### src/rtl/c1541_track_ctrl_pkg.sv
// Shared definitions for the 1541 track controller: FSM states, zone tables, track mapping.
// Pure package, no timing of its own.
// No flow control; the functions are combinational helpers.
package c1541_pkg;

  typedef enum logic [2:0] {
    ST_IDLE,
    ST_SETTLE,
    ST_FLUSH_REQ,
    ST_FLUSH_WAIT,
    ST_LOAD_REQ,
    ST_LOAD_WAIT,
    ST_READY
  } state_t;

  // Per-zone sectors per track
  localparam logic [4:0] SECS_Z0 = 5'd21;
  localparam logic [4:0] SECS_Z1 = 5'd19;
  localparam logic [4:0] SECS_Z2 = 5'd18;
  localparam logic [4:0] SECS_Z3 = 5'd17;

  // First D64 sector index of each zone
  localparam logic [9:0] BASE_Z0 = 10'd0;
  localparam logic [9:0] BASE_Z1 = 10'd357;
  localparam logic [9:0] BASE_Z2 = 10'd490;
  localparam logic [9:0] BASE_Z3 = 10'd598;

  // First track of each zone
  localparam logic [5:0] START_Z0 = 6'd1;
  localparam logic [5:0] START_Z1 = 6'd18;
  localparam logic [5:0] START_Z2 = 6'd25;
  localparam logic [5:0] START_Z3 = 6'd31;
  localparam logic [5:0] TRACK_MAX = 6'd40;

  // Head positions outside 1..40 map onto the nearest real track
  function automatic logic [5:0] clamp_track(input logic [5:0] t);
    logic [5:0] r;
    r = t;
    if (t < START_Z0) r = START_Z0;
    else if (t > TRACK_MAX) r = TRACK_MAX;
    return r;
  endfunction

  function automatic logic [9:0] track_base(input logic [5:0] t_in);
    logic [5:0] t;
    logic [9:0] r;
    t = clamp_track(t_in);
    if (t < START_Z1)      r = BASE_Z0 + {4'd0, t - START_Z0} * {5'd0, SECS_Z0};
    else if (t < START_Z2) r = BASE_Z1 + {4'd0, t - START_Z1} * {5'd0, SECS_Z1};
    else if (t < START_Z3) r = BASE_Z2 + {4'd0, t - START_Z2} * {5'd0, SECS_Z2};
    else                   r = BASE_Z3 + {4'd0, t - START_Z3} * {5'd0, SECS_Z3};
    return r;
  endfunction

  function automatic logic [4:0] track_count(input logic [5:0] t_in);
    logic [5:0] t;
    logic [4:0] r;
    t = clamp_track(t_in);
    if (t < START_Z1)      r = SECS_Z0;
    else if (t < START_Z2) r = SECS_Z1;
    else if (t < START_Z3) r = SECS_Z2;
    else                   r = SECS_Z3;
    return r;
  endfunction

  // Index of the lowest set bit; 0 for an empty mask
  function automatic logic [4:0] first_set(input logic [20:0] m);
    logic [4:0] r;
    r = 5'd0;
    for (int i = 20; i >= 0; i--) begin
      if (m[i]) r = i[4:0];
    end
    return r;
  endfunction

endpackage

### src/rtl/c1541_track_ctrl_lba.sv
// Maps the head track to its D64 base sector index and sector count.
// One clk32 cycle latency, result follows the track input continuously.
// No backpressure; the consumer samples once the track has been stable.
module c1541_track_lba
  import c1541_pkg::*;
(
  input  logic       clk32,
  input  logic       reset_n,
  input  logic [5:0] track,
  output logic [9:0] base,
  output logic [4:0] count
);

  // Register the zone lookup so the adder/multiplier chain stays off the FSM path
  always_ff @(posedge clk32 or negedge reset_n) begin
    if (!reset_n) begin
      base  <= 10'd0;
      count <= 5'd0;
    end else begin
      base  <= track_base(track);
      count <= track_count(track);
    end
  end

endmodule

### src/rtl/c1541_track_ctrl.sv
// Keeps one D64 track in the buffer: settles head moves, flushes dirty sectors, reloads.
// Requests go out one cycle after the decision; one sector per SD handshake.
// Waits on sd_ack for every sector; the GCR side only runs while ram_ready is high.
module c1541_track_ctrl
  import c1541_pkg::*;
#(
  parameter logic [15:0] SETTLE_CYC = 16'd32000
) (
  input  logic       clk32,
  input  logic       reset_n,
  input  logic [5:0] track,
  input  logic       img_mounted,
  input  logic       img_readonly,
  input  logic       gcr_we,
  input  logic [4:0] gcr_sector,
  output logic       ram_ready,
  output logic [9:0] sd_lba,
  output logic       sd_rd,
  output logic       sd_wr,
  input  logic       sd_ack,
  output logic [4:0] buf_sector,
  output logic       busy
);

  state_t      state;
  logic [15:0] settle_cnt;
  logic [20:0] dirty;
  logic [20:0] dirty_rest;
  logic [5:0]  trk_q, loaded_trk, tgt_trk;
  logic        loaded_vld;
  logic [9:0]  lba_base, old_base, new_base;
  logic [4:0]  lba_count, old_count, new_count;
  logic        ack_q, ack_fall, mnt_pend, abort_pend;

  c1541_track_lba u_lba (
    .clk32   (clk32),
    .reset_n (reset_n),
    .track   (track),
    .base    (lba_base),
    .count   (lba_count)
  );

  assign ack_fall   = ack_q & ~sd_ack;
  assign dirty_rest = dirty & ~(21'd1 << buf_sector);
  assign ram_ready  = (state == ST_READY);
  assign busy       = (state == ST_FLUSH_REQ) || (state == ST_FLUSH_WAIT) ||
                      (state == ST_LOAD_REQ)  || (state == ST_LOAD_WAIT);

  // Track-buffer sequencer: settle, write back dirty sectors of the old track, load the new one
  always_ff @(posedge clk32 or negedge reset_n) begin
    if (!reset_n) begin
      state <= ST_IDLE;   settle_cnt <= 16'd0; dirty <= '0;
      trk_q <= 6'd0;      loaded_trk <= 6'd0;  tgt_trk <= 6'd0; loaded_vld <= 1'b0;
      old_base <= 10'd0;  new_base <= 10'd0;   old_count <= 5'd0; new_count <= 5'd0;
      ack_q <= 1'b0;      mnt_pend <= 1'b0;    abort_pend <= 1'b0;
      sd_rd <= 1'b0;      sd_wr <= 1'b0;       sd_lba <= 10'd0;  buf_sector <= 5'd0;
    end else begin
      ack_q <= sd_ack;
      trk_q <= track;
      // A new disk throws away unsaved edits and the buffered track
      if (img_mounted) begin
        dirty      <= '0;
        loaded_vld <= 1'b0;
      end
      case (state)
        ST_IDLE: begin
          if (img_mounted || (loaded_vld && track != loaded_trk)) begin
            state <= ST_SETTLE; settle_cnt <= 16'd0;
          end
        end
        ST_SETTLE: begin
          if (img_mounted || track != trk_q) begin
            settle_cnt <= 16'd0;
          end else if (settle_cnt == SETTLE_CYC - 16'd1) begin
            tgt_trk   <= track;
            new_base  <= lba_base;
            new_count <= lba_count;
            if (|dirty) begin
              state      <= ST_FLUSH_REQ;
              buf_sector <= first_set(dirty);
              sd_wr      <= 1'b1;
              sd_lba     <= old_base + {5'd0, first_set(dirty)};
            end else begin
              state      <= ST_LOAD_REQ;
              loaded_vld <= 1'b0;
              buf_sector <= 5'd0;
              sd_rd      <= 1'b1;
              sd_lba     <= lba_base;
            end
          end else begin
            settle_cnt <= settle_cnt + 16'd1;
          end
        end
        ST_FLUSH_REQ: begin
          if (sd_ack) begin
            sd_wr <= 1'b0; state <= ST_FLUSH_WAIT;
            if (img_mounted) mnt_pend <= 1'b1;
          end else if (img_mounted) begin
            sd_wr <= 1'b0; state <= ST_SETTLE; settle_cnt <= 16'd0;
          end
        end
        ST_FLUSH_WAIT: begin
          if (img_mounted) mnt_pend <= 1'b1;
          if (ack_fall) begin
            mnt_pend <= 1'b0;
            if (img_mounted || mnt_pend) begin
              state <= ST_SETTLE; settle_cnt <= 16'd0;
            end else begin
              dirty[buf_sector] <= 1'b0;
              if (|dirty_rest) begin
                state      <= ST_FLUSH_REQ;
                buf_sector <= first_set(dirty_rest);
                sd_wr      <= 1'b1;
                sd_lba     <= old_base + {5'd0, first_set(dirty_rest)};
              end else if (track != tgt_trk) begin
                // Head moved while we were writing: settle again on the new position
                state <= ST_SETTLE; settle_cnt <= 16'd0;
              end else begin
                state      <= ST_LOAD_REQ;
                loaded_vld <= 1'b0;
                buf_sector <= 5'd0;
                sd_rd      <= 1'b1;
                sd_lba     <= new_base;
              end
            end
          end
        end
        ST_LOAD_REQ: begin
          if (sd_ack) begin
            sd_rd <= 1'b0; state <= ST_LOAD_WAIT;
            if (img_mounted) mnt_pend <= 1'b1;
            if (track != tgt_trk) abort_pend <= 1'b1;
          end else if (img_mounted || track != tgt_trk) begin
            sd_rd <= 1'b0; state <= ST_SETTLE; settle_cnt <= 16'd0;
          end
        end
        ST_LOAD_WAIT: begin
          if (img_mounted) mnt_pend <= 1'b1;
          if (track != tgt_trk) abort_pend <= 1'b1;
          if (ack_fall) begin
            mnt_pend   <= 1'b0;
            abort_pend <= 1'b0;
            if (img_mounted || mnt_pend || abort_pend || track != tgt_trk) begin
              state <= ST_SETTLE; settle_cnt <= 16'd0;
            end else if (buf_sector == new_count - 5'd1) begin
              state      <= ST_READY;
              loaded_trk <= tgt_trk;
              loaded_vld <= 1'b1;
              old_base   <= new_base;
              old_count  <= new_count;
            end else begin
              state      <= ST_LOAD_REQ;
              buf_sector <= buf_sector + 5'd1;
              sd_rd      <= 1'b1;
              sd_lba     <= new_base + {5'd0, buf_sector + 5'd1};
            end
          end
        end
        ST_READY: begin
          if (!img_mounted && gcr_we && !img_readonly && gcr_sector < old_count)
            dirty[gcr_sector] <= 1'b1;
          if (img_mounted || track != loaded_trk) begin
            state <= ST_SETTLE; settle_cnt <= 16'd0;
          end
        end
        default: state <= ST_IDLE;
      endcase
    end
  end

endmodule

### config.mk
export PLATFORM = sky130hd
export DESIGN_NAME = c1541_track_ctrl
export DESIGN_NICKNAME = d
export VERILOG_FILES = /design/src/rtl/c1541_track_ctrl_pkg.sv /design/src/rtl/c1541_track_ctrl_lba.sv /design/src/rtl/c1541_track_ctrl.sv
export SDC_FILE = /design/constraint.sdc
export NUM_CORES = 1
export LEC_CHECK = 0
export CORE_ASPECT_RATIO = 0.7
export CORE_UTILIZATION = 37
export CTS_CLUSTER_SIZE = 14
export DETAILED_ROUTE_END_ITERATION = 8
export PLACE_DENSITY_LB_ADDON = 0.12
export SYNTH_ARGS = -nofsm -noshare
export SYNTH_HDL_FRONTEND = slang
export SYNTH_HIERARCHICAL = 1
export SYNTH_SLANG_ARGS = --single-unit
### constraint.sdc
create_clock -name clk32 -period 4.26 [get_ports clk32]
set_input_delay 1.065 -clock clk32 [delete_from_list [all_inputs] [get_ports clk32]]
set_output_delay 1.065 -clock clk32 [all_outputs]
set_load 0.01 [all_outputs]
==> impl_metrics.env, run 1 <==
export IMPL_clockBufferDepth=2
export IMPL_critPathMaxFanout=8
export IMPL_finClkSkew_ps=8.18
export IMPL_fin_crit_sh_pct=96.7
export IMPL_cp_depth=17
export IMPL_vias_per_cell=5.60
export IMPL_ff_latch_area_um2=3080
export IMPL_timing_critical_path_to_type="register"
export IMPL_place_ws_ps=-561
export IMPL_place_inst=1589
export IMPL_finalHoldViolations=0
export IMPL_max_slew_margin_pct=40.3
export IMPL_outcome="completed"
export IMPL_via_count=9116
export IMPL_final_cell_mix="buf_4, dfrtp_1, nand2_1"
export IMPL_drt_iter0_markers=755
export IMPL_grt_pass1_wl_um=50800
export IMPL_syn_cell_area_um2=10200
export IMPL_grt_overflow=0
export IMPL_synth_xor_area_share_pct=6.37
export IMPL_r2r_slack_ps=190
export IMPL_wl_met1_um=17500
export IMPL_grt_start_max_net_pins=65
export IMPL_hold_path_depth=1
export IMPL_max_stage_delay_ps=370
export IMPL_slew_violations=0
export IMPL_critical_path_class="in2reg"
export IMPL_setup_ws_ps=140
export IMPL_ios=36
export IMPL_syn_to_final_growth_pct=26.2
export IMPL_die_h_um=141
export IMPL_yosys_area_share_simple_pct=18.5
export IMPL_synthAdderAreaFrac_pct=12.3
export IMPL_place_hpwl_um=24700
export IMPL_start_util_pct=38.0
export IMPL_wl_per_cell_um=19.7
export IMPL_drc=0
export IMPL_grt_pass1_vias=8846
export IMPL_timing_rr_start="buf_sector[1]"
export IMPL_coreArea_um2=27000
export IMPL_die_w_um=201
export IMPL_placed_area_um2=12000
export IMPL_clk_pin_slew_ps=60
export IMPL_slowest_stage="a211o_4"
export IMPL_synth_seq_cells=123
export IMPL_antennaDiodeCount=0
export IMPL_cts_tree="yes"
export IMPL_synth_compound_area_share_pct=20.8
export IMPL_hold_path_class="reg2reg"
export IMPL_synthArstFlopShare_pct=100
export IMPL_fmax_ghz=0.243
export IMPL_h_tree_depth=4
export IMPL_yosys_most_used_dff="dfrtp_1"
export IMPL_critPathLaunchType="input port"
export IMPL_grt_use_total_pct=23.2
export IMPL_wl_met2_um=11600
export IMPL_drive_gt1_share_pct=24.2
export IMPL_clkLatencyLatePin_ps=430
export IMPL_cts_buffers=17
export IMPL_final_common_cell="buf_4"
export IMPL_power_leakage_uw=0.00578
export IMPL_crit_arrival_ps=4480
export IMPL_setup_viol=0
export IMPL_period_minus_slack_ps=4120
export IMPL_synth_mux_area_fraction_pct=6.96
export IMPL_syn_avg_cell_area_um2=9.39
export IMPL_syn_nets=1204
export IMPL_drtAntennaViolNets=0
export IMPL_ys_seq_area_share_pct=30.0
export IMPL_worst_pin_slew_ps=892
export IMPL_hold_start="u_lba/count[4]"
export IMPL_critPathTopFamily="adder cells"
export IMPL_required_ps=4620
export IMPL_antenna_found_initial=0
export IMPL_r2r_end="sd_lba[5]"
export IMPL_dieArea_um2=28400
export IMPL_rows=50
export IMPL_crit_chain="dlygate4sd2_1, o21ai_4, a22o_4, inv_2, ha_4, and2b_1, a211o_4, ha_1, ha_1, ha_4, ha_4, inv_1, nor2_1, nor2_1, o21ai_1, xnor3_1, a22oi_2"
export IMPL_nFillCells=2601
export IMPL_finalSetupTns_ps=0
export IMPL_worst_path_buf_inv=3
export IMPL_p_per_area_nw_per_um2=420
export IMPL_met3WireLength_um=2620
export IMPL_yosysWarningCount=6
export IMPL_synth_edf_count=0
export IMPL_maxCapViolations=0
export IMPL_syn_inst=1092
export IMPL_fin_nets=1362
export IMPL_hold_path_end="new_count[4]"
export IMPL_synth_top_family_by_area="compound AO/OA/AOI/OAI gates"
export IMPL_rr_worst_depth=17
export IMPL_finalNonFillerCells=1627
export IMPL_gp_congestion=0.926
export IMPL_finish_instance_area_um2=12900
export IMPL_multiInputGateArea_um2=7030
export IMPL_top_layer_used="met4"
export IMPL_cts_sinks=123
export IMPL_drt_pass1_iterations=5
export IMPL_cts_root_buf="clkbuf_16"
export IMPL_path_common_cell="ha_4"
export IMPL_routed_wl_um=32000
export IMPL_port_buffers=35
export IMPL_hold_worst_slack_ps=481
export IMPL_synth_distinct_cells=106
export IMPL_ir_worst_vdd_mv=0.273
==> metrics by stage <==
stage          power [uW]  util (%)
2_1_floorplan        2770         -
3_3_place_gp         3730      44.5
3_5_place_dp         3730      44.5
4_1_cts              5340      47.1
5_1_grt              5760      48.0
6_report             5430      48.0
==> metal layers <==
metal | vias to the layer above | track usage [%]
met5 | - | 0
li1 | 4388 | -
met2 | 353 | 29.3
met3 | 19 | 5.96
met4 | 0 | 3.94
met1 | 4356 | 38.1
==> cells in the mapped netlist, types with 10 or more instances <==
cell      count  area (um2)
o21ai_0      37         185
and2_1       10        62.6
nand2_1      83         312
buf_6        10         113
nor3_1       28         140
o31ai_1      13        97.6
a21oi_1      40         200
a211oi_1     10        75.1
a22oi_1      11        82.6
mux2_2       35         394
inv_1        65         244
ha_1         86        1080
mux2i_1      15         150
nor2_1       80         300
mux2_1       15         169
a21o_1       12        90.1
xor2_1       23         201
nand3_1      24         120
a32o_1       17         170
clkbuf_1     19        71.3
dfrtp_1     123        3080
nor2b_1      14        87.6
a31oi_1      18         113
and3_1       11        68.8
xnor2_1      49         429
nand2b_1     14        87.6
==> sequential cells by signal, summed over array words and instances, names as in the netlist, 6 cells and up <==
signal,count
new_base,10
sd_lba,10
trk_q,6
tgt_trk,6
dirty,21
old_base,10
u_lba/base,10
loaded_trk,6
settle_cnt,16
==> power by group <==
| group | internal [uW] | total (uW) | switching (uW) |
|---|---|---|---|
| clock network | 981 | 1570 | 587 |
| registers | 1290 | 1440 | 144 |
| logic | 1150 | 2420 | 1270 |
==> area by class of cell <==
type | instances | area share, %
well taps | 364 | 3.52
flip-flops and latches | 123 | 23.8
clock buffers | 18 | 3.32
repair buffers | 180 | 11.5
multi-input cells | 859 | 54.4
clock inverters | 14 | 1.52
inverters | 69 | 2.00
==> logic make-up (layout without fill, tap and decap cells) <==
kind of cell             count (synthesis)  after routing
flip-flops                             123            123
AO/OA/AOI/OAI                          278            278
other                                    2              2
adder cells (fa/ha/maj)                 95             95
buffers and inverters                  110            281
AND/OR/NAND/NOR                        346            346
multiplexers                            65             65
XOR/XNOR                                73             73
==> worst max path at each step <==
stage	start	endpoint	slack, ps
CTS	track[4]	u_lba/base[7]	-30
floorplan	track[3]	u_lba/base[9]	-30
finish	track[3]	u_lba/base[9]	140
detailed placement	track[3]	u_lba/base[7]	-560
global placement	track[4]	u_lba/base[7]	-530
global route	track[3]	u_lba/base[9]	-7
==> repair_timing <==
action	CTS	global route
setup endpoints to repair	7	12
buffers inserted	2	4
pin swaps	3	15
hold buffers	0	0
resized for setup	13	42
Power figures use the tool's default switching activity.
==> run 2, diff against run 1 <==
--- a/config.mk
+++ b/config.mk
@@ -9,7 +9,7 @@
 export CORE_UTILIZATION = 37
 export CTS_CLUSTER_SIZE = 14
 export DETAILED_ROUTE_END_ITERATION = 8
-export PLACE_DENSITY_LB_ADDON = 0.12
+export PLACE_DENSITY = 0.58
 export SYNTH_ARGS = -nofsm -noshare
 export SYNTH_HDL_FRONTEND = slang
 export SYNTH_HIERARCHICAL = 1
==> run 2 against run 1 <==
Critical path depth is the same. Maximum frequency shrank 0.34%. Clock power shrank 7%. Global-route usage shrank 0.58 points. Sequential share of layout area grew 0.68 points. Worst setup slack lost 14 ps. Sequential cell count is the same. Register-to-register slack lost 50 ps. Largest cell class unchanged. Via count is essentially flat.
==> impl_metrics.env, run 2 (synthesized netlist as in run 1, its figures left out) <==
export IMPL_finish_instance_area_um2=12600
export IMPL_fin_crit_sh_pct=97.1
export IMPL_grt_pass1_wl_um=49900
export IMPL_antenna_found_initial=1
export IMPL_final_cell_mix="buf_4, dfrtp_1, nand2_1"
export IMPL_ir_worst_vdd_mv=0.272
export IMPL_vias_per_cell=5.66
export IMPL_swShare_pct=36.8
export IMPL_slowest_stage="fa_1"
export IMPL_gp_congestion=0.944
export IMPL_fin_nets=1346
export IMPL_grtUsageMet1_pct=35.4
export IMPL_drive_gt1_share_pct=20.8
export IMPL_die_w_um=201
export IMPL_via_count=9115
export IMPL_power_leakage_uw=0.00565
export IMPL_drt_pass1_iterations=6
export IMPL_crit_arrival_ps=4440
export IMPL_wl_per_cell_um=19.2
export IMPL_worst_pin_slew_ps=963
export IMPL_port_buffers=35
export IMPL_grt_use_met3_pct=6.31
export IMPL_setup_viol=0
export IMPL_p_int_uw=3290
export IMPL_cts_buffers=17
export IMPL_nFillCells=2572
export IMPL_max_stage_delay_ps=370
export IMPL_fmax_ghz=0.242
export IMPL_largestRegisters="dirty: 21 flops, settle_cnt: 16 flops"
export IMPL_rsz0062_at_grt="yes"
export IMPL_syn_to_final_growth_pct=22.7
export IMPL_routed_wl_um=31000
export IMPL_critPathLaunchType="input port"
export IMPL_outcome="completed"
export IMPL_max_slew_margin_pct=35.8
export IMPL_slew_violations=0
export IMPL_largest_reg_flops=21
export IMPL_regMostFlops="dirty"
export IMPL_grt_start_max_net_pins=103
export IMPL_die_h_um=141
export IMPL_clkLatencyLatePin_ps=440
export IMPL_grt_use_total_pct=22.6
export IMPL_finalHoldViolations=0
export IMPL_cts_root_buf="clkbuf_16"
export IMPL_p_switching_uw=1910
export IMPL_coreArea_um2=27000
export IMPL_drt_iter0_markers=919
export IMPL_rows=50
export IMPL_place_hpwl_um=23900
export IMPL_globalRouteMet2Util_pct=29.9
export IMPL_place_inst=1576
export IMPL_maxCapViolations=0
export IMPL_timing_critical_path_to_type="register"
export IMPL_crit_chain="dlygate4sd2_1, o21ai_4, nand2_4, buf_4, ha_4, and2b_1, nor3_2, nor2_1, ha_1, ha_1, inv_1, fa_1, xor2_1, o2111ai_1, xor2_1, a221oi_1, a22oi_1"
export IMPL_hold_path_class="reg2reg"
export IMPL_final_common_cell="buf_4"
export IMPL_drc=0
export IMPL_hold_buffers=0
export IMPL_period_minus_slack_ps=4130
export IMPL_grt_busiest_layer="met1"
export IMPL_dieArea_um2=28400
export IMPL_start_util_pct=38.0
export IMPL_clk_pin_slew_ps=60
export IMPL_finalSetupTns_ps=0
export IMPL_clockBufferDepth=2
export IMPL_finClkSkew_ps=11.1
export IMPL_required_ps=4560
export IMPL_p_per_area_nw_per_um2=413
export IMPL_power_frac_seq_pct=27.4
export IMPL_drtAntennaViolNets=0
export IMPL_grt_pass1_vias=8799
export IMPL_grt_overflow=0
export IMPL_finalNonFillerCells=1611
export IMPL_p_comb_share_pct=44.5
export IMPL_critPathMaxFanout=7
export IMPL_placed_area_um2=11900
export IMPL_h_tree_depth=4
export IMPL_cts_sinks=123
export IMPL_critical_path_class="in2reg"
export IMPL_ios=36
export IMPL_cts_tree="yes"
export IMPL_p_clk_share_pct=28.1
run 2: cell type report:
| type | instances | area (um2) | share of cell area [%] |
|---|---|---|---|
| multi-input combinational | 859 | 6860 | 54.5 |
| sequential | 123 | 3080 | 24.5 |
| timing repair buffer | 164 | 1340 | 10.7 |
| tap | 364 | 455 | 3.62 |
| clock buffer | 19 | 433 | 3.44 |
| inverter | 69 | 259 | 2.06 |
| clock inverter | 12 | 149 | 1.18 |
| antenna | 1 | 2.50 | 0.0199 |
run 2: worst paths after layout:
kind,from,end,slack (ps),depth (start not counted)
min in group asynchronous,reset_n,settle_cnt[13],730,1
max,track[4],u_lba/base[9],130,17
max in group asynchronous,reset_n,dirty[17],2740,2
max reg2reg,buf_sector[1],sd_lba[6],140,15
min reg2reg,u_lba/count[4],new_count[4],470,1
min,u_lba/count[4],new_count[4],470,1
run 2: worst max-delay path: cells and delay by family:
kind | cells | cell delay, ps
buf+inv | 3 | 500
simple gates | 4 | 540
xor+xnor | 2 | 470
fa+ha+maj | 4 | 990
compound gates | 4 | 860
run 2: repair_timing:
item / in CTS / in global routing
gates resized for setup: 8 / 17
endpoints found under the setup margin: 4 / 9
pin swaps: 4 / 8
buffers inserted: 2 / 1
run 2: per-stage QoR:
step | setup slack (ps) | hold WS [ps] | utilization (%) | total power, uW
floorplan | -28.7 | 455 | - | 2770
global placement | -491 | 462 | 44.1 | 3670
detailed placement | -547 | 467 | 44.1 | 3670
CTS | 54.3 | 479 | 46.3 | 5170
global route | -22.2 | 497 | 46.6 | 5520
finish | 125 | 474 | 46.6 | 5200
run 2: routing by layer:
metal,vias to the layer above,routed length [um]
met4,0,272
met5,-,0
met2,298,11900
li1,4352,-
met1,4445,16400
met3,20,2490
run 2: power groups by stage:
stage          sequential (uW)  combinational (uW)  clock (uW)
3_5_place_dp              1450                2220           0
2_1_floorplan             1420                1350           0
3_3_place_gp              1450                2220           0
6_report                  1430                2310        1460
4_1_cts                   1430                2240        1500
5_1_grt                   1440                2530        1550
==> run 3, diff against run 2 <==
--- a/config.mk
+++ b/config.mk
@@ -9,7 +9,7 @@
 export CORE_UTILIZATION = 37
 export CTS_CLUSTER_SIZE = 14
 export DETAILED_ROUTE_END_ITERATION = 8
-export PLACE_DENSITY = 0.58
+export PLACE_DENSITY = 0.6
 export SYNTH_ARGS = -nofsm -noshare
 export SYNTH_HDL_FRONTEND = slang
 export SYNTH_HIERARCHICAL = 1
==> constraint.sdc (replaced) <==
create_clock -name clk32 -period 3.53 [get_ports clk32]
set_input_delay 0.8825 -clock clk32 [delete_from_list [all_inputs] [get_ports clk32]]
set_output_delay 0.8825 -clock clk32 [all_outputs]
set_load 0.01 [all_outputs]
==> run 3 against run 2 <==
The flow now finishes with violations (negative setup slack). Sequential share of layout area down 3.1 points. Sequential power rose by 21%. First-iteration DRC count grew 1.2%. Largest cell class unchanged. Highest routed layer unchanged.
==> impl_metrics.env, run 3 (synthesized netlist as in run 1, its figures left out) <==
export IMPL_outcome="complete, but fails checks"
export IMPL_violations="negative setup slack"
export IMPL_max_slew_margin_pct=45.6
export IMPL_drive_gt1_share_pct=36.3
export IMPL_timing_critical_path_to_type="register"
export IMPL_wl_met1_um=16700
export IMPL_critPathMaxFanout=4
export IMPL_drc=0
export IMPL_drtAntennaViolNets=0
export IMPL_clkLatencyLatePin_ps=430
export IMPL_crit_arrival_ps=4280
export IMPL_nFillCells=2353
export IMPL_hold_worst_slack_ps=443
export IMPL_clk_pin_slew_ps=60
export IMPL_cts_buffers=17
export IMPL_place_ws_ps=-1150
export IMPL_slew_violations=0
export IMPL_clockBufferDepth=2
export IMPL_wl_met2_um=13400
export IMPL_met3WireLength_um=2660
export IMPL_gp_congestion=0.903
export IMPL_grt_pass1_wl_um=50800
export IMPL_final_cell_mix="buf_4, dfrtp_1, nand2_1"
export IMPL_rows=50
export IMPL_ios=36
export IMPL_coreArea_um2=27000
export IMPL_regMostFlops="dirty"
export IMPL_vias_per_cell=5.58
export IMPL_p_per_area_nw_per_um2=488
export IMPL_worst_pin_slew_ps=807
export IMPL_grt_overflow=0
export IMPL_rsz0062_at_grt="yes"
export IMPL_largest_reg_flops=21
export IMPL_grt_start_max_net_pins=77
export IMPL_die_h_um=141
export IMPL_drt_iter0_markers=930
export IMPL_critical_path_class="reg2reg"
export IMPL_cts_tree="yes"
export IMPL_setup_viol=12
export IMPL_largestRegisters="dirty: 21 flops, settle_cnt: 16 flops"
export IMPL_drt_pass1_iterations=6
export IMPL_period_minus_slack_ps=3920
export IMPL_finalHoldViolations=0
export IMPL_power_leakage_uw=0.00635
export IMPL_ir_worst_vdd_mv=0.307
export IMPL_maxCapViolations=0
export IMPL_fmax_ghz=0.255
export IMPL_place_hpwl_um=24100
export IMPL_grt_use_total_pct=22.8
export IMPL_final_common_cell="buf_4"
export IMPL_routed_wl_um=32900
export IMPL_wl_per_cell_um=19.0
export IMPL_via_count=9656
export IMPL_finClkSkew_ps=15.1
export IMPL_port_buffers=35
export IMPL_syn_to_final_growth_pct=40.4
export IMPL_fin_nets=1464
export IMPL_top_layer_used="met4"
export IMPL_h_tree_depth=4
export IMPL_start_util_pct=38.0
export IMPL_antenna_found_initial=0
export IMPL_dieArea_um2=28400
export IMPL_grt_pass1_vias=9134
export IMPL_cts_root_buf="clkbuf_16"
export IMPL_required_ps=3890
export IMPL_hold_path_class="in2async"
export IMPL_cts_sinks=123
export IMPL_antennaDiodeCount=0
export IMPL_setup_ws_ps=-390
export IMPL_die_w_um=201
export IMPL_hold_buffers=0
export IMPL_critPathLaunchType="register"
export IMPL_fin_crit_sh_pct=111
==> run 3: final timing paths <==
path                                     start              to  slack (ps)  depth (start not counted)
worst max-delay path             buf_sector[0]       sd_lba[8]        -390                         16
worst min-delay path                   reset_n  settle_cnt[14]         440                          1
worst max register to register   buf_sector[0]       sd_lba[8]        -390                         16
worst min register to register  u_lba/count[4]    new_count[4]         480                          1
max in group asynchronous              reset_n   settle_cnt[3]        2370                          2
min in group clk32              u_lba/count[4]    new_count[4]         480                          1
==> run 3: final cells by class <==
type | instances | area, um2 | share of cell area (%)
clock buffers | 18 | 429 | 2.98
clock inverters | 14 | 149 | 1.03
inverters | 69 | 264 | 1.84
multi-input cells | 859 | 7670 | 53.3
flip-flops and latches | 123 | 3080 | 21.4
well taps | 364 | 455 | 3.17
repair buffers | 282 | 2330 | 16.2
==> run 3: critical path, stage by stage (launching register included) <==
cell and delay, ps:
dfrtp_2 450, inv_4 100, ha_4 140, or4bb_4 470, buf_6 130, a22o_1 200
a311o_1 350, a31oi_4 260, inv_2 60, fa_2 390, nor2b_4 150, o21ai_4 70
a211oi_2 200, xor2_1 150, mux2i_1 80, o211ai_1 400, mux2_4 230
==> run 3: through the flow <==
step	total power, uW	TNS [ps]	util [%]	cells	cell area (um2)
after global routing	7380	-3970	53.4	1729	14400
after floorplan	3430	-1880	-	1092	10500
after detailed placement	4750	-23590	46.8	1652	12600
after CTS	6740	-2530	51.2	1715	13800
after global placement	4720	-22510	46.8	1652	12600
final	7010	-2630	53.4	1729	14400
==> run 3: power by group <==
group | internal, uW | switching, uW
clock | 1040 | 714
combinational | 1780 | 1750
sequential | 1560 | 164
total | 4390 | 2630
==> run 3: routing by layer <==
metal  up-vias  global-route usage, %
li1       4596                      -
met1      4686                   36.1
met2       357                   31.6
met3        17                   4.62
met4         0                   3.58
met5         -                      0
==> run 3: repair_timing <==
action	4_1_cts	5_1_grt
resized for setup	93	92
endpoints found under the hold margin	0	0
setup endpoints to repair	18	16
pin swaps	49	64
setup buffers	31	15
